**config.mk**
```make
export PLATFORM = sky130hd
export DESIGN_NAME = stage_ex_divider
export DESIGN_NICKNAME = d
export VERILOG_FILES = /design/src/rtl/stage_ex_divider.sv
export SDC_FILE = /design/constraint.sdc
export NUM_CORES = 1
export LEC_CHECK = 0
export ABC_AREA = 1
export ABC_CLOCK_PERIOD_IN_PS = 2900
export CAP_MARGIN = 20
export CORE_MARGIN = 2
export CORE_UTILIZATION = 56
export DETAILED_ROUTE_END_ITERATION = 10
export PLACE_DENSITY = 0.8
export SLEW_MARGIN = 0
export SYNTH_ARGS = -nofsm -noshare
export SYNTH_HDL_FRONTEND = slang
export SYNTH_SLANG_ARGS = --single-unit
```
**constraint.sdc**
```tcl
create_clock -name clock -period 2.9 [get_ports clock]
set_input_delay 0.725 -clock clock [delete_from_list [all_inputs] [get_ports clock]]
set_output_delay 0.725 -clock clock [all_outputs]
set_load 0.01 [all_outputs]
```
**src/rtl/stage_ex_divider.sv**
```systemverilog
// Radix-2 restoring divide sequencer for DIV/DIVU beside the EX stage (IDLE/ZERO/BUSY/END).
// Define DIVIDER_SIGNED_EN to honour signed_mode; otherwise every divide is unsigned.
module stage_ex_divider #(
    parameter int WIDTH = 32
) (
    input  logic             clock,
    input  logic             reset,
    input  logic             start,
    input  logic             signed_mode,
    input  logic             annul,
    input  logic [WIDTH-1:0] operand_a,
    input  logic [WIDTH-1:0] operand_b,
    output logic [WIDTH-1:0] result_lo,
    output logic [WIDTH-1:0] result_hi,
    output logic             done,
    output logic             divide_by_zero,
    output logic             stall_request
);
    localparam int CW = (WIDTH > 1) ? $clog2(WIDTH) : 1;
    localparam logic [CW-1:0] LAST_COUNT = CW'(WIDTH - 1);

    localparam logic [1:0] S_IDLE = 2'd0;
    localparam logic [1:0] S_ZERO = 2'd1;
    localparam logic [1:0] S_BUSY = 2'd2;
    localparam logic [1:0] S_END  = 2'd3;

    logic [1:0]       r_state;
    logic [CW-1:0]    r_count;
    logic [WIDTH-1:0] r_rem;
    logic [WIDTH-1:0] r_quot;
    logic [WIDTH-1:0] r_divisor;
    logic [WIDTH-1:0] r_result_lo;
    logic [WIDTH-1:0] r_result_hi;
    logic             r_done;
    logic             r_dbz;

    logic [WIDTH-1:0] w_a_mag;
    logic [WIDTH-1:0] w_b_mag;
    logic [WIDTH:0]   w_upper;
    logic [WIDTH:0]   w_diff;
    logic             w_fits;
    logic [WIDTH-1:0] w_rem_next;
    logic [WIDTH-1:0] w_quot_next;
    logic [WIDTH-1:0] w_q_final;
    logic [WIDTH-1:0] w_r_final;
    logic             w_accept;
    logic             w_accept_busy;
    logic             w_last;

    assign w_accept      = (r_state == S_IDLE) && start && !annul;
    assign w_accept_busy = w_accept && (operand_b != '0);
    assign w_last        = (r_count == LAST_COUNT);

    // r_quot starts as the dividend and fills with quotient bits as the pair shifts left.
    assign w_upper     = {r_rem, r_quot[WIDTH-1]};
    assign w_diff      = w_upper - {1'b0, r_divisor};
    assign w_fits      = ~w_diff[WIDTH];
    assign w_rem_next  = w_fits ? w_diff[WIDTH-1:0] : w_upper[WIDTH-1:0];
    assign w_quot_next = {r_quot[WIDTH-2:0], w_fits};

`ifdef DIVIDER_SIGNED_EN
    logic w_a_neg;
    logic w_b_neg;
    logic r_neg_q;
    logic r_neg_r;

    assign w_a_neg   = signed_mode & operand_a[WIDTH-1];
    assign w_b_neg   = signed_mode & operand_b[WIDTH-1];
    assign w_a_mag   = w_a_neg ? -operand_a : operand_a;
    assign w_b_mag   = w_b_neg ? -operand_b : operand_b;
    assign w_q_final = r_neg_q ? -w_quot_next : w_quot_next;
    assign w_r_final = r_neg_r ? -w_rem_next : w_rem_next;

    // Quotient negates on differing signs; remainder follows the dividend.
    always_ff @(posedge clock or negedge reset) begin
        if (!reset) begin
            r_neg_q <= 1'b0;
            r_neg_r <= 1'b0;
        end else if (w_accept_busy) begin
            r_neg_q <= w_a_neg ^ w_b_neg;
            r_neg_r <= w_a_neg;
        end
    end
`else
    logic w_unused_signed_mode;

    assign w_unused_signed_mode = signed_mode;
    assign w_a_mag   = operand_a;
    assign w_b_mag   = operand_b;
    assign w_q_final = w_quot_next;
    assign w_r_final = w_rem_next;
`endif

    always_ff @(posedge clock or negedge reset) begin
        if (!reset) begin
            r_state     <= S_IDLE;
            r_count     <= '0;
            r_rem       <= '0;
            r_quot      <= '0;
            r_divisor   <= '0;
            r_result_lo <= '0;
            r_result_hi <= '0;
            r_done      <= 1'b0;
            r_dbz       <= 1'b0;
        end else if (annul) begin
            r_state <= S_IDLE;
            r_done  <= 1'b0;
            r_dbz   <= 1'b0;
        end else begin
            case (r_state)
                S_IDLE: begin
                    if (start) begin
                        r_dbz <= 1'b0;
                        if (operand_b == '0) begin
                            r_state <= S_ZERO;
                        end else begin
                            r_state   <= S_BUSY;
                            r_rem     <= '0;
                            r_quot    <= w_a_mag;
                            r_divisor <= w_b_mag;
                            r_count   <= '0;
                        end
                    end
                end
                S_ZERO: begin
                    r_state     <= S_END;
                    r_result_lo <= '0;
                    r_result_hi <= '0;
                    r_dbz       <= 1'b1;
                    r_done      <= 1'b1;
                end
                S_BUSY: begin
                    r_rem   <= w_rem_next;
                    r_quot  <= w_quot_next;
                    r_count <= r_count + CW'(1);
                    if (w_last) begin
                        r_state     <= S_END;
                        r_result_lo <= w_q_final;
                        r_result_hi <= w_r_final;
                        r_done      <= 1'b1;
                    end
                end
                S_END: begin
                    if (!start) begin
                        r_state <= S_IDLE;
                        r_done  <= 1'b0;
                    end
                end
                default: r_state <= S_IDLE;
            endcase
        end
    end

    // annul releases the pipeline in the same cycle it is raised.
    assign stall_request  = !annul && (w_accept || (r_state == S_ZERO) || (r_state == S_BUSY));
    assign result_lo      = r_result_lo;
    assign result_hi      = r_result_hi;
    assign done           = r_done;
    assign divide_by_zero = r_dbz;
endmodule

```
======== Word-level counts from Yosys, hierarchy flattened ========
Index checks and enable logic that the tools add are counted.
Widths: inputs -> output; s select.
operators by class
  add/subtract/negate cells ............... 2
  equal/unequal tests ..................... 10
  multiplexer cells ....................... 27
  bitwise gates (word level) .............. 3
  reductions and logical operators ........ 18
operator list
  operator             count
  $pmux 32 s2          4
  $mux 32              7
  $sub 33x32->33       1
  $logic_not 32->1     1
  $mux 2               5
  $mux 5               2
  $pmux 5 s2           1
  $ne 3x3->1 const B   3
  $reduce_and 3->1     3
  $pmux 2 s4           1
  $reduce_and 4->1     2
  $ne 2x2->1 const B   3
  $add 5x1->5 const B  1
  $eq 5x5->1 const B   1
  $mux 1               5
  $eq 2x2->1 const B   2
  $reduce_bool 2->1    2
  $reduce_bool 4->1    1
  $logic_and 1x1->1    3
  $not 1->1            3
  $pmux 1 s3           1
  $reduce_bool 3->1    1
  $eq 2x1->1 const B   1
  $logic_not 2->1      1
  4 further kinds      5
word-level totals
  bits in registers ....................... 169
  output and inout bits ................... 67
  logic and storage cells ................. 69

======== Logic depth before layout (Yosys ltp) ========
Gate-level depths: netlist (run 1).
  depth after elaboration ................. 6
  gate-level depth with buffers ........... 19
  depth with buffers taken out ............ 18

======== Least setup slack after synthesis (run 1) ========
Ideal clock, no wire load.
  path kind ............................... reg-to-output
  start point ............................. reg r_state[0]
  end point ............................... out stall_request
  arrival time ............................ 1.498 ns
  required time ........................... 2.175 ns
  slack ................................... 0.677 ns
  stages on the path, launching flop included .. 8
  path buffers ............................ 3
  cells stage by stage .................... dfrtp_1 inv_1 ha_1 buf_2 inv_1 buf_2 buf_1 a31oi_1
on the way
  cells in the longest elaborated chain, start to end .. 6
  elaborated cells between the ends (all ways) .. 8
  those cells by class .................... eq/ne: 2; reduce/logical: 6
ends and longest elaborated chain
  element                          line  source
  start: declaration               27    logic [1:0] r_state;
  start signal: assignment         96    r_state <= S_IDLE;
  start signal: assignment         106   r_state <= S_IDLE;
  start signal: assignment         115   r_state <= S_ZERO;
  $logic_not 2->1                  50    assign w_accept = (r_state == S_IDLE) && start && !annul;
  $logic_and 1x1->1 (2 in series)  50
  $logic_or 1x1->1                 155   assign stall_request = !annul && (w_accept || (r_state == S_ZERO) || (r_state == S_BUSY));
  $logic_or 1x1->1 (*)             155
  $logic_and 1x1->1 (*)            155
  end: declaration                 17    output logic stall_request
Every way passes the cells marked *; elsewhere a longest branch is shown, timed or not.

======== Worst setup path after layout (run 1) ========
  start point ............................. reg r_state[1]
  end point ............................... out stall_request
Same word-level chain as after synthesis.

==> results of run 1 <==
## power breakdown
| part | switching [mW] | internal [mW] | total, mW |
|---|---|---|---|
| sequential | 0.632 | 3.33 | 3.96 |
| clock | 1.16 | 1.18 | 2.33 |
| combinational | 5.38 | 3.04 | 8.41 |
| total | 7.16 | 7.55 | 14.7 |
## through the flow
stage          hold slack [ps]  setup slack, ps  utilization, %  instances  TNS [ps]
3_5_place_dp               466            -4.47            66.9       1724     -5.43
2_1_floorplan              429              677               -       1401         0
6_report                   236              113            70.5       1756         0
4_1_cts                    252              108            70.5       1756         0
3_3_place_gp               464             92.2            66.9       1724         0
5_1_grt                    272            0.855            70.5       1756         0
## cells by family after synthesis
family          share of synthesized area, %
compound gates                          8.55
xor+xnor                                1.40
fa+ha+maj                               4.95
buf+inv                                 9.81
flops                                   42.3
simple gates                            33.0
## worst max-delay path, delay by kind of cell (launching register included)
family                   cells  cell delay [ps]
buffers and inverters        2              690
AND/OR/NAND/NOR              1               90
AO/OA/AOI/OAI                1              190
adder cells (fa/ha/maj)      1              240
flip-flops                   1              420
## how the worst max path moves through the flow
stage | end | slack (ps) | cells past startpoint
finish | stall_request | 110 | 5
global route | stall_request | 0.9 | 5
CTS | stall_request | 110 | 5
detailed placement | r_rem[20] | -4 | 11
global placement | r_quot[14] | 90 | 10
floorplan | stall_request | 680 | 7
## cells in the final DEF (no fill, tap or decap), types with 3 or more instances in the layout
cell             Yosys  final
clkdlybuf4s50_1      0    133
nor3_1              10     10
inv_8                0      3
nand4_1              9      9
o21bai_1             3      3
buf_12               0      6
o211ai_1            30     30
clkinv_8             0      6
a21oi_1             25     25
inv_2                7      7
inv_1              178    178
nor2_2               4      4
nand2_4              3      3
o21ai_1              3      3
ha_1                38     37
o21ai_0             70     70
nand2_1            539    539
a21oi_2              4      4
nand3_1            137    136
buf_4                3     17
clkbuf_16            0     17
a21o_1               4      4
nand2_2             29     28
nor2_1              45     45
dfrtp_1            169    169
inv_6                0      3
xor2_1              16     16
## final cells by class
cell class | count | area (µm²)
Clock buffer | 17 | 425
Fill cell | 1433 | 5110
Inverter | 185 | 694
Clock inverter | 15 | 190
Tap cell | 225 | 282
Timing Repair Buffer | 157 | 1590
Multi-Input combinational cell | 988 | 4830
Sequential cell | 169 | 4230
## timing repair
item	in CTS	in global routing
setup endpoints to repair	0	17
hold buffers	0	0
gates resized for setup	0	2
## state kept, by name, indices dropped and copies added, names as in the netlist
register / cells
result_hi: 32
r_quot: 32
divide_by_zero: 1
done: 1
r_count: 5
r_state: 2
result_lo: 32
r_divisor: 32
r_rem: 32
## Yosys cell counts, drive strengths merged, types with 4 or more instances
cell type / number
a21o: 4
a21oi: 29
buf: 38
clkbuf: 21
dfrtp: 169
ha: 38
inv: 185
nand2: 571
nand3: 138
nand4: 9
nor2: 50
nor3: 10
o211ai: 30
o21ai: 74
xor2: 16
## per-layer routing
| metal | up-vias | track usage, % | wire [µm] |
|---|---|---|---|
| met2 | 291 | 49.8 | 13000 |
| met1 | 4512 | 40.2 | 11900 |
| li1 | 4628 | - | - |
| met3 | 52 | 7.10 | 1820 |
| met5 | - | 0 | 0 |
| met4 | 0 | 9.68 | 779 |
==> summary.md, run 1 <==
| Metric | Value |
|---|---|
| Max Slew Vio Count | `0` |
| Crit-path cells | `inv_1 > ha_1 > nand2_1 > a31oi_1 > clkdlybuf4s50_1` |
| Largest net degree at the start of global routing | `91` |
| Nets@finish | `1626` |
| CP Max Fanout | `5` |
| Starting Density | `57.7%` |
| VDD IR-drop max | `729 µV` |
| Vias in the first global route | `9297` |
| Synth Instances | `1401` |
| Fin area | `0.0122 mm²` |
| Setup crit end kind | `output pin` |
| Synth cell types | `40` |
| Critical R2R Launch | `r_quot[31]` |
| Initial antenna violation count | `0` |
| Total power | `14.7 mW` |
| Vias/cell | `5.40` |
| Max Clk Rate | `359 MHz` |
| Ys async rst share | `100%` |
| Pre-Repair DR Iteration Count | `7` |
| H-tree levels | `4` |
| Fin. Hold Viols | `0` |
| Die footprint | `0.0190 mm²` |
| FP Rows | `48` |
| Seq/Total Area, Yosys | `42.3%` |
| R2R setup slack | `240 ps` |
| Synth Flop Type | `dfrtp_1` |
| CTS tree | `done` |
| Die Ht | `138 µm` |
| CTS Sinks | `169` |
| Final WL | `27.5 mm` |
| Root Buffer | `clkbuf_16` |
| Synthesized Nets | `1509` |
| Hpwl dp | `19.5 mm` |
| Period minus WS final | `2790 ps` |
| Synth Register Bits | `169` |
| Maxcap violations | `0` |
| Outcome | `completed` |
| Number of synthesized flops with an enable pin | `0` |
| Crit path from | `r_state[1]` |
| Min-delay worst type | `in -> async` |
| Top post-synthesis cells by area | `dfrtp_1, nand2_1, nand3_1` |
| Area Overhead vs Synth | `22.3%` |
| Core ar. | `0.0174 mm²` |
| Mapped cell area | `0.0100 mm²` |
| Port bufs | `134` |
| Yosys warnings | `0` |
| Yosys top cell by area | `dfrtp_1` |
| Slew headroom | `33.2%` |
| Area post-placement | `0.0116 mm²` |
| CP max-delay cell | `clkdlybuf4s50_1` |
| Final setup vio count | `0` |
| WP data arrival | `2060 ps` |
| Critical path required time | `2170 ps` |
| Routability cong. | `0.948` |
| Remaining global-route overflow | `0` |
| Final antenna-violating net count | `0` |
| DRC viols | `0` |
| First-pass GRT wire length | `45.2 mm` |
| Yosys top cell area share | `42.3%` |
| Skew final | `11.9 ps` |
| Clk_lat worst skew | `440 ps` |
| Number of buffers created by CTS | `17` |
| Routed wire per std cell | `15.7 µm` |
| CP max stage delay | `580 ps` |
| Clock-pin slew on the worst setup and hold paths | `80 ps` |
| Antenna fix cells | `0` |
| Worst setup SP type | `flip-flop` |
| GR Util All Layers | `30.5%` |
| Leakage | `6.58 nW` |
| Kind of critical path | `reg -> out` |
| DR vias | `9483` |
| R2r endpoint | `r_rem[10]` |
| Post-Syn Area per Cell | `7.14 µm²` |
| Clock buffer depth | `2` |
| DR iter-0 viols | `824` |
| PwrDens | `1200 mW/mm²` |
| Share of cells above drive strength 1 | `7.05%` |
| Post-CTS Setup Inserts | `0` |
| Worst Tran Pin Value | `1000 ps` |
| # IOs | `136` |
| RSZ-0062 raised after global routing | `false` |
| Die width | `138 µm` |
| Worst reg-to-reg path cell count | `19` |
| Final period utilization | `96.1%` |
Power figures use the tool's default switching activity.
==> run 2: changes to the inputs <==
--- a/config.mk
+++ b/config.mk
@@ -11,8 +11,10 @@
 export CORE_MARGIN = 2
 export CORE_UTILIZATION = 56
 export DETAILED_ROUTE_END_ITERATION = 10
+export GPL_TIMING_DRIVEN = 0
 export PLACE_DENSITY = 0.8
 export SLEW_MARGIN = 0
 export SYNTH_ARGS = -nofsm -noshare
 export SYNTH_HDL_FRONTEND = slang
 export SYNTH_SLANG_ARGS = --single-unit
+export TNS_END_PERCENT = 1
==> run 2 against run 1 <==
Net effect:
- global-route usage increased by 1.5 points
- wire length increased by 5.8%
- non-clock buffer count increased by 35
- maximum frequency decreased by 0.19%
- critical path depth increased by 2
- design area about the same
- clock power about the same
==> summary.md, run 2 (synthesized netlist as in run 1, its figures left out) <==
| Metric | Value |
|---|---|
| Crit path capture | `stall_request` |
| Commonest non-fill, non-tap cell in the layout | `nand2_1` |
| Slew headroom | `56.4%` |
| DRC viols | `0` |
| Die width | `138 µm` |
| Root Buffer | `clkbuf_16` |
| Die footprint | `0.0190 mm²` |
| WP data arrival | `2070 ps` |
| Vias/cell | `5.39` |
| Cts-stage hold buffer count | `0` |
| Remaining global-route overflow | `0` |
| DR iter-0 viols | `788` |
| Largest net degree at the start of global routing | `122` |
| Area Overhead vs Synth | `22.4%` |
| Fin. Hold Viols | `0` |
| Max Clk Rate | `358 MHz` |
| Clk_lat worst skew | `430 ps` |
| Nets@finish | `1661` |
| DR vias | `9648` |
| VDD IR-drop max | `714 µV` |
| Leakage | `6.58 nW` |
| R2r endpoint | `result_hi[19]` |
| R2R setup slack | `170 ps` |
| First-pass GRT wire length | `46.6 mm` |
| RSZ-0062 raised after global routing | `false` |
| GR Util All Layers | `32.0%` |
| Critical path required time | `2170 ps` |
| Final period utilization | `96.3%` |
| Clock buffer depth | `2` |
| Number of buffers created by CTS | `17` |
| Final setup vio count | `0` |
| Crit path from | `r_state[0]` |
| Share of cells above drive strength 1 | `7.41%` |
| Outcome | `completed` |
| Pre-Repair DR Iteration Count | `8` |
| Routability cong. | `0.955` |
| Maxcap violations | `0` |
| Routed wire per std cell | `16.2 µm` |
| Final setup margin | `108 ps` |
| Dpl ws | `-225 ps` |
| Clock-pin slew on the worst setup and hold paths | `70 ps` |
| Vias in the first global route | `9367` |
| Worst Tran Pin Value | `654 ps` |
| Hpwl dp | `22.2 mm` |
| Antenna fix cells | `0` |
| Skew final | `11.0 ps` |
| CP Max Fanout | `19` |
| Fill count | `1463` |
| Die Ht | `138 µm` |
| PwrDens | `1210 mW/mm²` |
| Initial antenna violation count | `0` |
| Most used cells in the layout excluding fill and tap cells | `nand2_1, inv_1, dfrtp_1` |
| CTS tree | `done` |
| Critical R2R Launch | `r_quot[31]` |
| Core ar. | `0.0174 mm²` |
| Min-delay worst type | `in -> async` |
| Setup crit end kind | `output pin` |
| Worst setup SP type | `flip-flop` |
| Hold WS | `191 ps` |
| Setup TNS | `0 ps` |
| FP Rows | `48` |
| H-tree levels | `4` |
| # IOs | `136` |
| Port bufs | `133` |
| Max Slew Vio Count | `0` |
| Fin area | `0.0122 mm²` |
| Starting Density | `57.7%` |
| Kind of critical path | `reg -> out` |
| Final WL | `29.1 mm` |
| CTS Sinks | `169` |
| Final antenna-violating net count | `0` |
| Period minus WS final | `2790 ps` |
| Post-CTS Setup Inserts | `0` |
| Worst reg-to-reg path cell count | `17` |
| Area post-placement | `0.0117 mm²` |
[run 2: layout make-up]
type / count / area, µm² / area share [%]
inverters: 185 / 694 / 5.67
clock inverters: 14 / 156 / 1.28
multi-input cells: 988 / 4800 / 39.2
repair buffers: 134 / 1360 / 11.1
well taps: 225 / 282 / 2.30
plain buffers: 58 / 289 / 2.36
clock buffers: 18 / 439 / 3.59
flip-flops and latches: 169 / 4230 / 34.5
[run 2: per-layer routing]
metal | global-route usage, % | routed length, µm
met1 | 42.1 | 12300
met2 | 52.3 | 13800
met3 | 6.84 | 2170
met4 | 11.4 | 817
met5 | 0 | 0
[run 2: worst min-delay path by stage]
stage,to,slack (ps),start
final,r_state[1],190,reset
after global placement,result_hi[0],470,result_hi[0]
after detailed placement,result_hi[28],470,result_hi[28]
after floorplan,divide_by_zero,430,reset
after CTS,r_state[1],200,reset
after global routing,r_state[1],210,reset
[run 2: through the flow]
stage	cells	power, mW	util, %
4_1_cts	1791	14.7	70.6
5_1_grt	1791	16.0	70.6
3_5_place_dp	1760	12.4	67.1
2_1_floorplan	1401	9.52	-
6_report	1791	14.8	70.6
3_3_place_gp	1759	12.2	66.9
[run 2: power breakdown]
group / internal [mW] / total (mW) / leakage, nW / switching [mW]
Sequential: 3.33 / 3.98 / 2.24 / 0.646
Clock: 1.25 / 2.31 / 0.280 / 1.06
Combinational: 3.02 / 8.56 / 4.06 / 5.54
[run 2: critical path: stages (launching register included)]
cell and delay, ps:
dfrtp_1 400, inv_1 110, ha_1 150, buf_4 200, inv_1 110, buf_4 220
a31oi_1 180, clkdlybuf4s15_1 260
[run 2: timing repair]
item | CTS | global route
pin swaps | 0 | 0
endpoints found under the setup margin | 1 | 1
gates resized for setup | 3 | 1
